### config.mk
export PLATFORM = sky130hd
export DESIGN_NAME = uart_rx_flat
export DESIGN_NICKNAME = d
export VERILOG_FILES = /design/src/rtl/uart_rx_if.sv /design/src/rtl/uart_rx.sv /design/src/flat_wrapper.sv
export SDC_FILE = /design/constraint.sdc
export NUM_CORES = 1
export LEC_CHECK = 0
export CAP_MARGIN = 10
export CORE_UTILIZATION = 50
export CTS_CLUSTER_SIZE = 24
export DETAILED_ROUTE_END_ITERATION = 12
export PLACE_DENSITY = 0.72
export SETUP_SLACK_MARGIN = 0.5
export SYNTH_ARGS = -nofsm -noshare
export SYNTH_HDL_FRONTEND = slang
export SYNTH_SLANG_ARGS = --single-unit
export TNS_END_PERCENT = 5
### constraint.sdc
create_clock -name clk -period 7.7 [get_ports clk]
set_input_delay 1.54 -clock clk [delete_from_list [all_inputs] [get_ports clk]]
set_output_delay 1.54 -clock clk [all_outputs]
set_load 0.03 [all_outputs]
### src/rtl/uart_rx_if.sv
// Receive-side signal bundle for uart_rx: control inputs, serial line and the
// delivered byte with its strobe and error flags.
interface uart_rx_if;
  logic       ena;
  logic [2:0] baud_set;
  logic       rx;
  logic [7:0] data;
  logic       rx_done;
  logic       frame_err;
  logic       parity_err;
  logic       busy;

  modport master (
    output ena, baud_set, rx,
    input  data, rx_done, frame_err, parity_err, busy
  );

  modport slave (
    input  ena, baud_set, rx,
    output data, rx_done, frame_err, parity_err, busy
  );
endinterface

### src/rtl/uart_rx.sv
// 16x-oversampling UART receiver, 8N1 LSB first; define UART_RX_PARITY_EN to
// expect an even-parity bit between bit 7 and the stop bit.
module uart_rx #(
  parameter int CLK_HZ = 50_000_000
) (
  input  logic      clk,
  input  logic      reset,
  uart_rx_if.slave  bus
);

  typedef enum logic [2:0] {IDLE, START, DATA, PARITY, STOP} state_t;

  state_t      state, state_nxt;
  logic        rx_p0, rx_p1, rx_p2;
  logic        fall;
  logic [15:0] div_q, div_cnt;
  logic        tick, mid, last;
  logic [3:0]  tick_idx;
  logic [2:0]  bit_idx;
  logic        samp7, samp8, bit_val;
  logic [7:0]  shift_q;
  logic        load;

  function automatic logic [15:0] div_round(input int baud);
    return 16'((CLK_HZ + 8 * baud) / (16 * baud));
  endfunction

  function automatic logic [15:0] div_for(input logic [2:0] code);
    case (code)
      3'd1:    return div_round(19200);
      3'd2:    return div_round(38400);
      3'd3:    return div_round(57600);
      3'd4:    return div_round(115200);
      default: return div_round(9600);
    endcase
  endfunction

  function automatic logic maj3(input logic a, input logic b, input logic c);
    return (a & b) | (a & c) | (b & c);
  endfunction

  // Stage p0/p1 synchronise the line, p2 is the edge-detect history.
  always_ff @(posedge clk) begin
    if (reset) begin
      rx_p0 <= 1'b1;
      rx_p1 <= 1'b1;
      rx_p2 <= 1'b1;
    end else begin
      rx_p0 <= bus.rx;
      rx_p1 <= rx_p0;
      rx_p2 <= rx_p1;
    end
  end

  assign fall    = rx_p2 & ~rx_p1;
  assign tick    = (state != IDLE) && (div_cnt == div_q - 16'd1);
  assign mid     = tick && (tick_idx == 4'd9);
  assign last    = tick && (tick_idx == 4'd15);
  assign bit_val = maj3(samp7, samp8, rx_p1);
  assign bus.busy = (state != IDLE);

  // The rate is frozen at frame start so baud_set may change mid-frame.
  always_ff @(posedge clk) begin
    if (reset)
      div_q <= div_for(3'd0);
    else if (state == IDLE && fall && bus.ena)
      div_q <= div_for(bus.baud_set);
  end

  always_ff @(posedge clk) begin
    if (reset || !bus.ena || state == IDLE) begin
      div_cnt  <= '0;
      tick_idx <= '0;
      bit_idx  <= '0;
    end else if (tick) begin
      div_cnt  <= '0;
      tick_idx <= tick_idx + 4'd1;
      if (state == DATA && tick_idx == 4'd15)
        bit_idx <= bit_idx + 3'd1;
    end else begin
      div_cnt <= div_cnt + 16'd1;
    end
  end

  always_ff @(posedge clk) begin
    if (tick && tick_idx == 4'd7) samp7 <= rx_p1;
    if (tick && tick_idx == 4'd8) samp8 <= rx_p1;
    if (state == DATA && mid) shift_q <= {bit_val, shift_q[7:1]};
  end

  always_ff @(posedge clk) begin
    if (reset) state <= IDLE;
    else       state <= state_nxt;
  end

  always_comb begin
    state_nxt = state;
    load      = 1'b0;
    if (!bus.ena) begin
      state_nxt = IDLE;
    end else begin
      case (state)
        IDLE:   if (fall) state_nxt = START;
        START: begin
          if (mid && bit_val) state_nxt = IDLE;
          else if (last)      state_nxt = DATA;
        end
        DATA: begin
          if (last && bit_idx == 3'd7) begin
`ifdef UART_RX_PARITY_EN
            state_nxt = PARITY;
`else
            state_nxt = STOP;
`endif
          end
        end
        PARITY: if (last) state_nxt = STOP;
        STOP: begin
          if (mid) begin
            load      = 1'b1;
            state_nxt = IDLE;
          end
        end
        default: state_nxt = IDLE;
      endcase
    end
  end

  // Leaving on the stop bit's centre sample lets back-to-back frames through.
  always_ff @(posedge clk) begin
    if (reset) begin
      bus.data      <= 8'h00;
      bus.rx_done   <= 1'b0;
      bus.frame_err <= 1'b0;
    end else begin
      bus.rx_done <= load;
      if (load) begin
        bus.data      <= shift_q;
        bus.frame_err <= ~bit_val;
      end
    end
  end

`ifdef UART_RX_PARITY_EN
  logic par_err_q;

  always_ff @(posedge clk) begin
    if (reset) begin
      par_err_q      <= 1'b0;
      bus.parity_err <= 1'b0;
    end else begin
      if (state == PARITY && mid) par_err_q <= (^shift_q) ^ bit_val;
      if (load) bus.parity_err <= par_err_q;
    end
  end
`else
  assign bus.parity_err = 1'b0;
`endif

endmodule
### src/flat_wrapper.sv
// flat-port wrapper written by rule: the top's interface ports become plain ports
module uart_rx_flat 
#(
  parameter int CLK_HZ = 50_000_000
)
  (clk, reset, bus_ena, bus_baud_set, bus_rx, bus_data, bus_rx_done, bus_frame_err, bus_parity_err, bus_busy);
  uart_rx_if bus_i ();
  input  logic clk;
  input  logic reset;
  input wire logic [$bits(bus_i.ena)-1:0] bus_ena;
  input wire logic [$bits(bus_i.baud_set)-1:0] bus_baud_set;
  input wire logic [$bits(bus_i.rx)-1:0] bus_rx;
  output wire logic [$bits(bus_i.data)-1:0] bus_data;
  output wire logic [$bits(bus_i.rx_done)-1:0] bus_rx_done;
  output wire logic [$bits(bus_i.frame_err)-1:0] bus_frame_err;
  output wire logic [$bits(bus_i.parity_err)-1:0] bus_parity_err;
  output wire logic [$bits(bus_i.busy)-1:0] bus_busy;
  assign bus_i.ena = bus_ena;
  assign bus_i.baud_set = bus_baud_set;
  assign bus_i.rx = bus_rx;
  assign bus_data = bus_i.data;
  assign bus_rx_done = bus_i.rx_done;
  assign bus_frame_err = bus_i.frame_err;
  assign bus_parity_err = bus_i.parity_err;
  assign bus_busy = bus_i.busy;
  uart_rx #(.CLK_HZ(CLK_HZ)) u_core (.clk(clk), .reset(reset), .bus(bus_i));
endmodule
# [Word-level counts from Yosys, hierarchy flattened]
# Index checks and enable logic that the tools add are counted.
[word_totals] register_bits=65 in_bits=7 wordCells=77 output_inout_bits=12
[op_classes] muxes=11 bitwise=9 reduce_logical=20 n_eq_ne=19 add_sub_neg=4
[op_table] cell="one-hot mux 9 bit (4 select lines)" count=1
[op_table] cell="2-to-1 mux 3 bit" count=6
[op_table] cell="adder 16 x 1 -> 16 bit (second input constant)" count=1
[op_table] cell="== test 16 bit" count=1
[op_table] cell="subtractor 16 x 1 -> 16 bit (second input constant)" count=1
[op_table] cell="one-hot mux 3 bit (5 select lines)" count=1
[op_table] cell="== test 3 x 2 -> 1 bit (second input constant)" count=4
[op_table] cell="== test 4 bit (second input constant)" count=3
[op_table] cell="logical AND 1 bit" count=11
[op_table] cell="== test 3 bit (second input constant)" count=3
[op_table] cell="== test 3 x 1 -> 1 bit (second input constant)" count=2
[op_table] cell="inequality test 2 x 1 -> 1 bit (second input constant)" count=3
[op_table] cell="AND reduction 5 bit" count=1
[op_table] cell="adder 4 x 1 -> 4 bit (second input constant)" count=1
[op_table] cell="AND 1 bit" count=4
[op_table] cell="== test 4 x 3 -> 1 bit (second input constant)" count=1
[op_table] cell="OR reduction 2 bit" count=2
[op_table] cell="adder 3 x 1 -> 3 bit (second input constant)" count=1
[op_table] cell="zero test 3 bit" count=1
[op_table] cell="2-to-1 mux 1 bit" count=3
[op_table] cell="inequality test 3 x 1 -> 1 bit (second input constant)" count=1
[op_table] cell="inverter 1 bit" count=3
[op_table] cell="nonzero test 3 bit" count=1
[op_table] cell="logical OR 1 bit" count=2
[op_table] cell="other kinds (4)" count=5

# [Longest topological paths before layout]
# Gate-level depths: netlist of run 1.
[depth] word_depth=7 depth_mapped=11 ltp_nobuf=10

# [Worst setup path before layout of run 1]
# No wires, ideal clock.
[synth_timing] kind="register to register" startpoint="reg u_core.div_q[2]" endpoint="reg u_core.shift_q[0], enable pin" path_slack_ns=4.749 setup_ns=0.370 period_less_slack_ns=2.951 required_ns=7.330 arrival_time_ns=2.580 stages_incl_launch_ff=10 path_buffers=2 path_cell_list="dfxtp_1 or4_1 buf_2 or2_0 a32o_1 nor4_2 and4b_4 buf_6 nand2_1 nor2_1"
[synth_via] elab_chain_cells=5
[synth_rtl] item="start: declaration" line_no="uart_rx.sv:16" rtl="logic [15:0] div_q, div_cnt;"
[synth_rtl] item="start signal: assignment" line_no="uart_rx.sv:65" rtl="div_q <= div_for(3'd0);"
[synth_rtl] item="start signal: assignment" line_no="uart_rx.sv:67" rtl="div_q <= div_for(bus.baud_set);"
[synth_rtl] item="subtractor 16 x 1 -> 16 bit" line_no="uart_rx.sv:56" rtl="assign tick = (state != IDLE) && (div_cnt == div_q - 16'd1);"
[synth_rtl] item="== test 16 bit" line_no="uart_rx.sv:56"
[synth_rtl] item="logical AND 1 bit" line_no="uart_rx.sv:56"
[synth_rtl] item="logical AND 1 bit" line_no="uart_rx.sv:57" rtl="assign mid = tick && (tick_idx == 4'd9);"
[synth_rtl] item="logical AND 1 bit" line_no="uart_rx.sv:88" rtl="if (state == DATA && mid) shift_q <= {bit_val, shift_q[7:1]};"
[synth_rtl] item="end signal: assignment" line_no="uart_rx.sv:88"
[synth_rtl] item="end: declaration" line_no="uart_rx.sv:21" rtl="logic [7:0] shift_q;"
# No other way between the ends.
# A chain may end at the register's enable or synchronous reset.

# [Final worst setup path of run 1]
[layout_timing] startpoint="reg u_core.state[2]" endpoint="out bus_busy"
[layout_via] elab_chain_cells=1
[layout_rtl] item="start: declaration" line_no="uart_rx.sv:13" rtl="state_t state, state_nxt;"
[layout_rtl] item="start signal: assignment" line_no="uart_rx.sv:93" rtl="else state <= state_nxt;"
[layout_rtl] item="nonzero test 3 bit" line_no="uart_rx.sv:60" rtl="assign bus.busy = (state != IDLE);"
[layout_rtl] item="end: declaration" line_no="flat_wrapper.sv:17" rtl="output wire logic [$bits(bus_i.busy)-1:0] bus_busy;"
# No other way between the ends.

==> impl_metrics.csv, run 1 <==
group,metric,value,unit
status,status,"complete, no violations",
routing,via_per_inst,5.44,
final_layout,design_area,3190,µm²
min_path,min_path_cells,1,
yosys,synthCells,302,
critical_path,crit_fanout,9,
floorplan,ios,19,
timing,finalCriticalPeriod,3.42,ns
yosys,synth-edff-count,10,
grt,grt_pass1_vias,2019,
clock_tree,cts_buffers,9,
yosys,synth-adder-area-share,3.52,%
min_path,hold_class,"reg -> reg",
yosys,syn_avg_cell_area,9.17,µm²
timing,drv_slew,0,
yosys,synthMuxAreaShare,3.25,%
clock_tree,worstSkewPairLatency,0.33,ns
floorplan,num_rows,26,
yosys,synth_xor_area_share,8.54,%
timing,finalSetupTns,0,ns
final_layout,final_common_cell,"nor2_1",
floorplan,core-area,5200,µm²
final_layout,final_cell_mix,"nor2_1, dfxtp_1, nand2_1",
yosys,ys_seq_elements,58,
timing,fmax,293,MHz
floorplan,dieArea,5840,µm²
floorplan,chipWidth,76.4,µm
placement,place_area,2940,µm²
routing,dr.pass1.iters,4,
clock_tree,htree_levels,3,
clock_tree,clock-sinks,58,
grt,grt_use_total,20.1,%
yosys,async_flop_share,0,%
floorplan,initial_core_util,53.2,%
routing,ant_nets,0,
power,powerDensity,212,nW/µm²
critical_path,cp.required,6.16,ns
yosys,synth_top_family_by_area,"simple AND/OR/NAND/NOR gates",
critical_path,worstSetupEndpointType,"primary output",
clock_tree,postCtsHoldBufs,0,
timing,rsz0062_at_grt,"false",
placement,numPortBuffers,17,
yosys,synth_nets,316,
clock_tree,cts_root_buf,"clkbuf_8",
min_path,hp-start,"u_core.rx_p0",
timing,hold_viol_final,0,
routing,wirelength,5260,µm
yosys,synth_cell_type_count,53,
timing,slew_headroom,46.7,%
final_layout,nNetsFinal,330,
timing,timing.hold.ws,0.418,ns
grt,grt_pass1_wl,9190,µm
routing,wl_per_cell,13.5,µm
yosys,synth_area,2770,µm²
clock_tree,cts_tree,"built",
critical_path,startpoint,"u_core.state[2]",
yosys,synthSimpleGateAreaFrac,25.8,%
final_layout,drive_above_1_share,8.10,%
grt,overflow,0,
timing,finalSetupViolCount,0,
clock_tree,cts_setup_buffers,0,
critical_path,criticalPathCategory,"reg -> out",
grt,grt_max_degree,25,
clock_tree,path_clk_slew,0.07,ns
floorplan,die_h,76.4,µm
critical_path,r2r_slack,4.41,ns
power,p_leak,1.15,nW
yosys,synth-seq-area-share,45.5,%
critical_path,reg2reg_depth,7,
clock_tree,cts_resized,0,
timing,fin_crit_sh,44.4,%
yosys,synth_compound_area_share,9.13,%
timing,worst_pin_slew,0.796,ns
final_layout,syn_to_final_growth,15.3,%
critical_path,start_kind,"flip-flop",
critical_path,worstReg2RegStart,"u_core.div_q[2]",
timing,fin_skew,0.0128,ns
yosys,yosysWarnings,0,
placement,place_congestion,0.871,
power,ir_drop,0.113,mV
critical_path,cp.arrival,1.88,ns
routing,drt_iter0_drc,91,
yosys,ys.flop_type,"dfxtp_1",
placement,dp_hpwl,3680,µm
routing,num_vias,2128,
flow_run,drv_cap,0,
routing,drc_errors,0,
grt,antenna_found_initial,0,
power,p_total,677,µW
final_layout,n_antenna_cell,0,
clock_tree,clock_path_buffers,2,
[worst max-delay path: stages, from the launching register on]
cell and delay, ns:
dfxtp_1 0.39, or3_1 0.52, clkdlybuf4s50_1 0.64
[cell families (layout without fill, tap and decap cells)]
group / count (synthesis) / after routing
other cells: 1 / 1
mux: 9 / 9
simple gates: 138 / 138
buf+inv: 22 / 41
xor+xnor: 27 / 27
compound gates: 39 / 39
flops: 58 / 58
fa+ha+maj: 8 / 8
[registers in the layout, indices dropped and copies added (netlist names)]
name and flops:
u_core.state 3, u_core.samp8 1, u_core.div_cnt 16, u_core.bus.data 8, u_core.rx_p0 1, u_core.rx_p1 1, u_core.bus.rx_done 1, u_core.tick_idx 4
u_core.bus.frame_err 1, u_core.shift_q 8, u_core.bit_idx 3, u_core.rx_p2 1, u_core.div_q 9, u_core.samp7 1
[stage by stage]
| stage | utilization (%) | std cells | setup WS [ns] |
|---|---|---|---|
| global placement | 56.5 | 375 | 4.05 |
| CTS | 61.3 | 391 | 4.27 |
| detailed placement | 56.5 | 375 | 4.02 |
| global route | 61.3 | 391 | 4.16 |
| finish | 61.3 | 391 | 4.28 |
| floorplan | - | 302 | 4.75 |
[power by group]
part           switching (mW)  internal (mW)
sequential            0.00231          0.309
clock                   0.130          0.218
combinational          0.0103        0.00790
[metal layers]
layer / wire length, µm / global-route usage, %
met1: 2530 / 26.1
met2: 2440 / 30.7
met3: 214 / 4.91
met4: 76 / 10.6
met5: 0 / 0
[synthesized netlist by cell type (2+ instances only)]
| library cell | instances | area [µm²] |
|---|---|---|
| a211o_1 | 4 | 35.0 |
| a21oi_1 | 15 | 75.1 |
| and2_1 | 2 | 12.5 |
| and3_1 | 4 | 25.0 |
| and4b_1 | 2 | 20.0 |
| buf_4 | 2 | 15.0 |
| buf_6 | 3 | 33.8 |
| clkbuf_1 | 8 | 30.0 |
| dfxtp_1 | 48 | 961 |
| edfxtp_1 | 10 | 300 |
| ha_1 | 7 | 87.6 |
| inv_1 | 8 | 30.0 |
| mux2i_1 | 9 | 90.1 |
| nand2_1 | 18 | 67.6 |
| nand2b_1 | 3 | 18.8 |
| nand3_1 | 12 | 60.1 |
| nand4_1 | 6 | 37.5 |
| nor2_1 | 55 | 206 |
| nor2b_1 | 4 | 25.0 |
| nor3_1 | 5 | 25.0 |
| nor3b_1 | 3 | 22.5 |
| nor4_2 | 3 | 37.5 |
| nor4b_1 | 2 | 17.5 |
| o21ai_0 | 4 | 20.0 |
| o21ai_1 | 2 | 10.0 |
| o31ai_1 | 2 | 15.0 |
| or2_2 | 5 | 31.3 |
| or3_1 | 4 | 25.0 |
| or4_1 | 3 | 22.5 |
| xnor2_1 | 11 | 96.3 |
| xor2_1 | 16 | 140 |
[final cells by class]
cell class | instances | area [µm²]
well taps | 70 | 87.6
clock inverters | 7 | 125
repair buffers | 17 | 170
flip-flops and latches | 58 | 1260
fillers | 464 | 2010
multi-input cells | 222 | 1390
clock buffers | 9 | 124
inverters | 8 | 30.0
[worst paths after layout]
check                            to
setup reg to reg  u_core.shift_q[0]
hold reg to reg        u_core.rx_p1
setup / recovery           bus_busy
hold / removal         u_core.rx_p1
Note: power is estimated with default switching activity, not from simulation.
==> inputs of run 2 (changes only) <==
Clock period 7.7 ns to 3.4 ns, I/O delays scaled along.
==> impl_metrics.csv, run 2 (synthesis gave the netlist of run 1 again) <==
group,metric,value,unit
clock_tree,cts_buffers,9,
final_layout,final_common_cell,"nor2_1",
timing,finalCriticalPeriod,2.81,ns
critical_path,start_kind,"flip-flop",
power,p_total,1.29,mW
power,netSwitchingFraction,24.1,%
floorplan,core-area,5200,µm²
min_path,whs_endpoint,"u_core.rx_p1",
clock_tree,cts_root_buf,"clkbuf_8",
final_layout,top_register,"u_core.div_cnt",
floorplan,ios,19,
power,power.internal,980,µW
critical_path,worstSetupEndpointType,"flip-flop",
power,p_switching,311,µW
timing,rsz0062_at_grt,"false",
final_layout,nNetsFinal,338,
routing,num_vias,2146,
min_path,hold_class,"reg -> reg",
power,p_leak,1.15,nW
min_path,min_path_cells,1,
grt,grt_use_total,20.1,%
power,combinationalPowerShare,3.4,%
timing,fin_crit_sh,82.8,%
power,powerDensity,403,nW/µm²
min_path,hp-start,"u_core.rx_p0",
clock_tree,clock_path_buffers,2,
placement,numPortBuffers,17,
timing,fin_skew,0.00489,ns
final_layout,syn_to_final_growth,15.7,%
routing,dr.pass1.iters,4,
timing,fmax,355,MHz
final_layout,largest_reg_flops,16,
timing,finalSetupViolCount,0,
clock_tree,clock-sinks,58,
power,p_clk_share,42.0,%
power,seqPwrFrac,54.6,%
critical_path,cp.required,3.46,ns
grt,antenna_found_initial,0,
routing,wirelength,5310,µm
grt,grt_max_degree,24,
clock_tree,htree_levels,3,
floorplan,num_rows,26,
status,status,"complete, no violations",
final_layout,largestRegisters,"u_core.div_cnt (16), u_core.div_q (9)",
clock_tree,postCtsHoldBufs,0,
floorplan,chipWidth,76.4,µm
critical_path,r2r_slack,0.59,ns
final_layout,final_cell_mix,"nor2_1, dfxtp_1, nand2_1",
clock_tree,worstSkewPairLatency,0.34,ns
routing,via_per_inst,5.38,
clock_tree,path_clk_slew,0.07,ns
grt,grt_pass1_vias,1993,
critical_path,r2r_end,"u_core.samp7",
critical_path,slowest_delay,0.62,ns
grt,overflow,0,
timing,drv_slew,0,
routing,ant_nets,0,
critical_path,worst_path_max_delay_cell,"or4_4",
final_layout,fill_cells,443,
final_layout,n_antenna_cell,0,
critical_path,crit_fanout,9,
routing,drt_iter0_drc,175,
routing,drc_errors,0,
floorplan,initial_core_util,53.2,%
floorplan,dieArea,5840,µm²
timing,finalSetupTns,0,ns
timing,hold_viol_final,0,
critical_path,cp.arrival,2.87,ns
routing,wl_per_cell,13.3,µm
critical_path,crit_chain,"or4_4 -> or2_0 -> a32o_1 -> nor4_2 -> and4b_4 -> buf_12 -> buf_4 -> and4b_1",
critical_path,worstReg2RegStart,"u_core.div_q[2]",
final_layout,drive_above_1_share,10.9,%
floorplan,die_h,76.4,µm
placement,place_congestion,0.820,
power,ir_drop,0.244,mV
flow_run,drv_cap,0,
timing,worst_pin_slew,0.543,ns
placement,dp_hpwl,3630,µm
grt,grt_pass1_wl,9150,µm
timing,slew_headroom,63.7,%
critical_path,criticalPathCategory,"reg -> reg",
critical_path,reg2reg_depth,8,
clock_tree,cts_tree,"built",
## run 2: cell types whose count changed in the layout (fill, tap and decap cells not counted), moves of 2 or more
cell / change
bufinv_16: -3
clkinvlp_4: +3
clkinv_2: +2
buf_4: +7
clkinv_4: -3
## run 2: repair_timing
item	in CTS	in global routing
resized for setup	2	2
endpoints found under the setup margin	24	35
pin swaps	0	2
buffers inserted	0	5
## run 2: critical path: cells and delay by family, from the launching register on
| family | cells | cell delay [ns] |
|---|---|---|
| buf+inv | 2 | 0.22 |
| compound gates | 1 | 0.28 |
| simple gates | 5 | 1.66 |
| flops | 1 | 0.37 |
## run 2: cell type report
cell class              instances  area [µm²]  area share (%)
clock inverters                 7        45.0            1.41
well taps                      70        87.6            2.73
flip-flops and latches         58        1260            39.4
multi-input cells             222        1410            44.1
inverters                       8        30.0           0.937
repair buffers                 25         243            7.58
clock buffers                   9         124            3.87
## run 2: worst max path at each step
stage | cells after the start | startpoint | to | slack (ns)
global placement | 7 | u_core.div_q[2] | u_core.shift_q[5] | 0.44
finish | 8 | u_core.div_q[2] | u_core.samp7 | 0.59
floorplan | 9 | u_core.div_q[2] | u_core.shift_q[0] | 0.59
global route | 8 | u_core.div_q[2] | u_core.samp7 | 0.50
CTS | 7 | u_core.div_q[2] | u_core.shift_q[2] | 0.46
detailed placement | 7 | u_core.div_q[2] | u_core.shift_q[4] | 0.36
## run 2: power groups by stage
stage	Combinational (mW)	Clock, mW	Sequential, mW
2_1_floorplan	0.0278	0	0.719
3_3_place_gp	0.0426	0	0.720
3_5_place_dp	0.0428	0	0.720
4_1_cts	0.0431	0.557	0.705
5_1_grt	0.0482	0.598	0.706
6_report	0.0434	0.542	0.706
## run 2: per-layer routing
metal | vias to the layer above | wire length [µm] | GRT usage (%)
li1 | 1098 | - | -
met1 | 987 | 2640 | 27.3
met2 | 52 | 2320 | 29.2
met3 | 9 | 220 | 4.31
met4 | 0 | 124 | 11.7
met5 | - | 0 | 0
## run 2: stage by stage
step | hold WS, ns | instances | cell area (µm²) | setup slack [ns] | util (%)
global route | 0.434 | 399 | 3200 | 0.497 | 61.6
CTS | 0.409 | 394 | 3140 | 0.457 | 60.4
global placement | 0.394 | 378 | 2970 | 0.437 | 57.0
floorplan | 0.389 | 302 | 2770 | 0.594 | -
detailed placement | 0.393 | 378 | 2970 | 0.363 | 57.0
finish | 0.409 | 399 | 3200 | 0.586 | 61.6
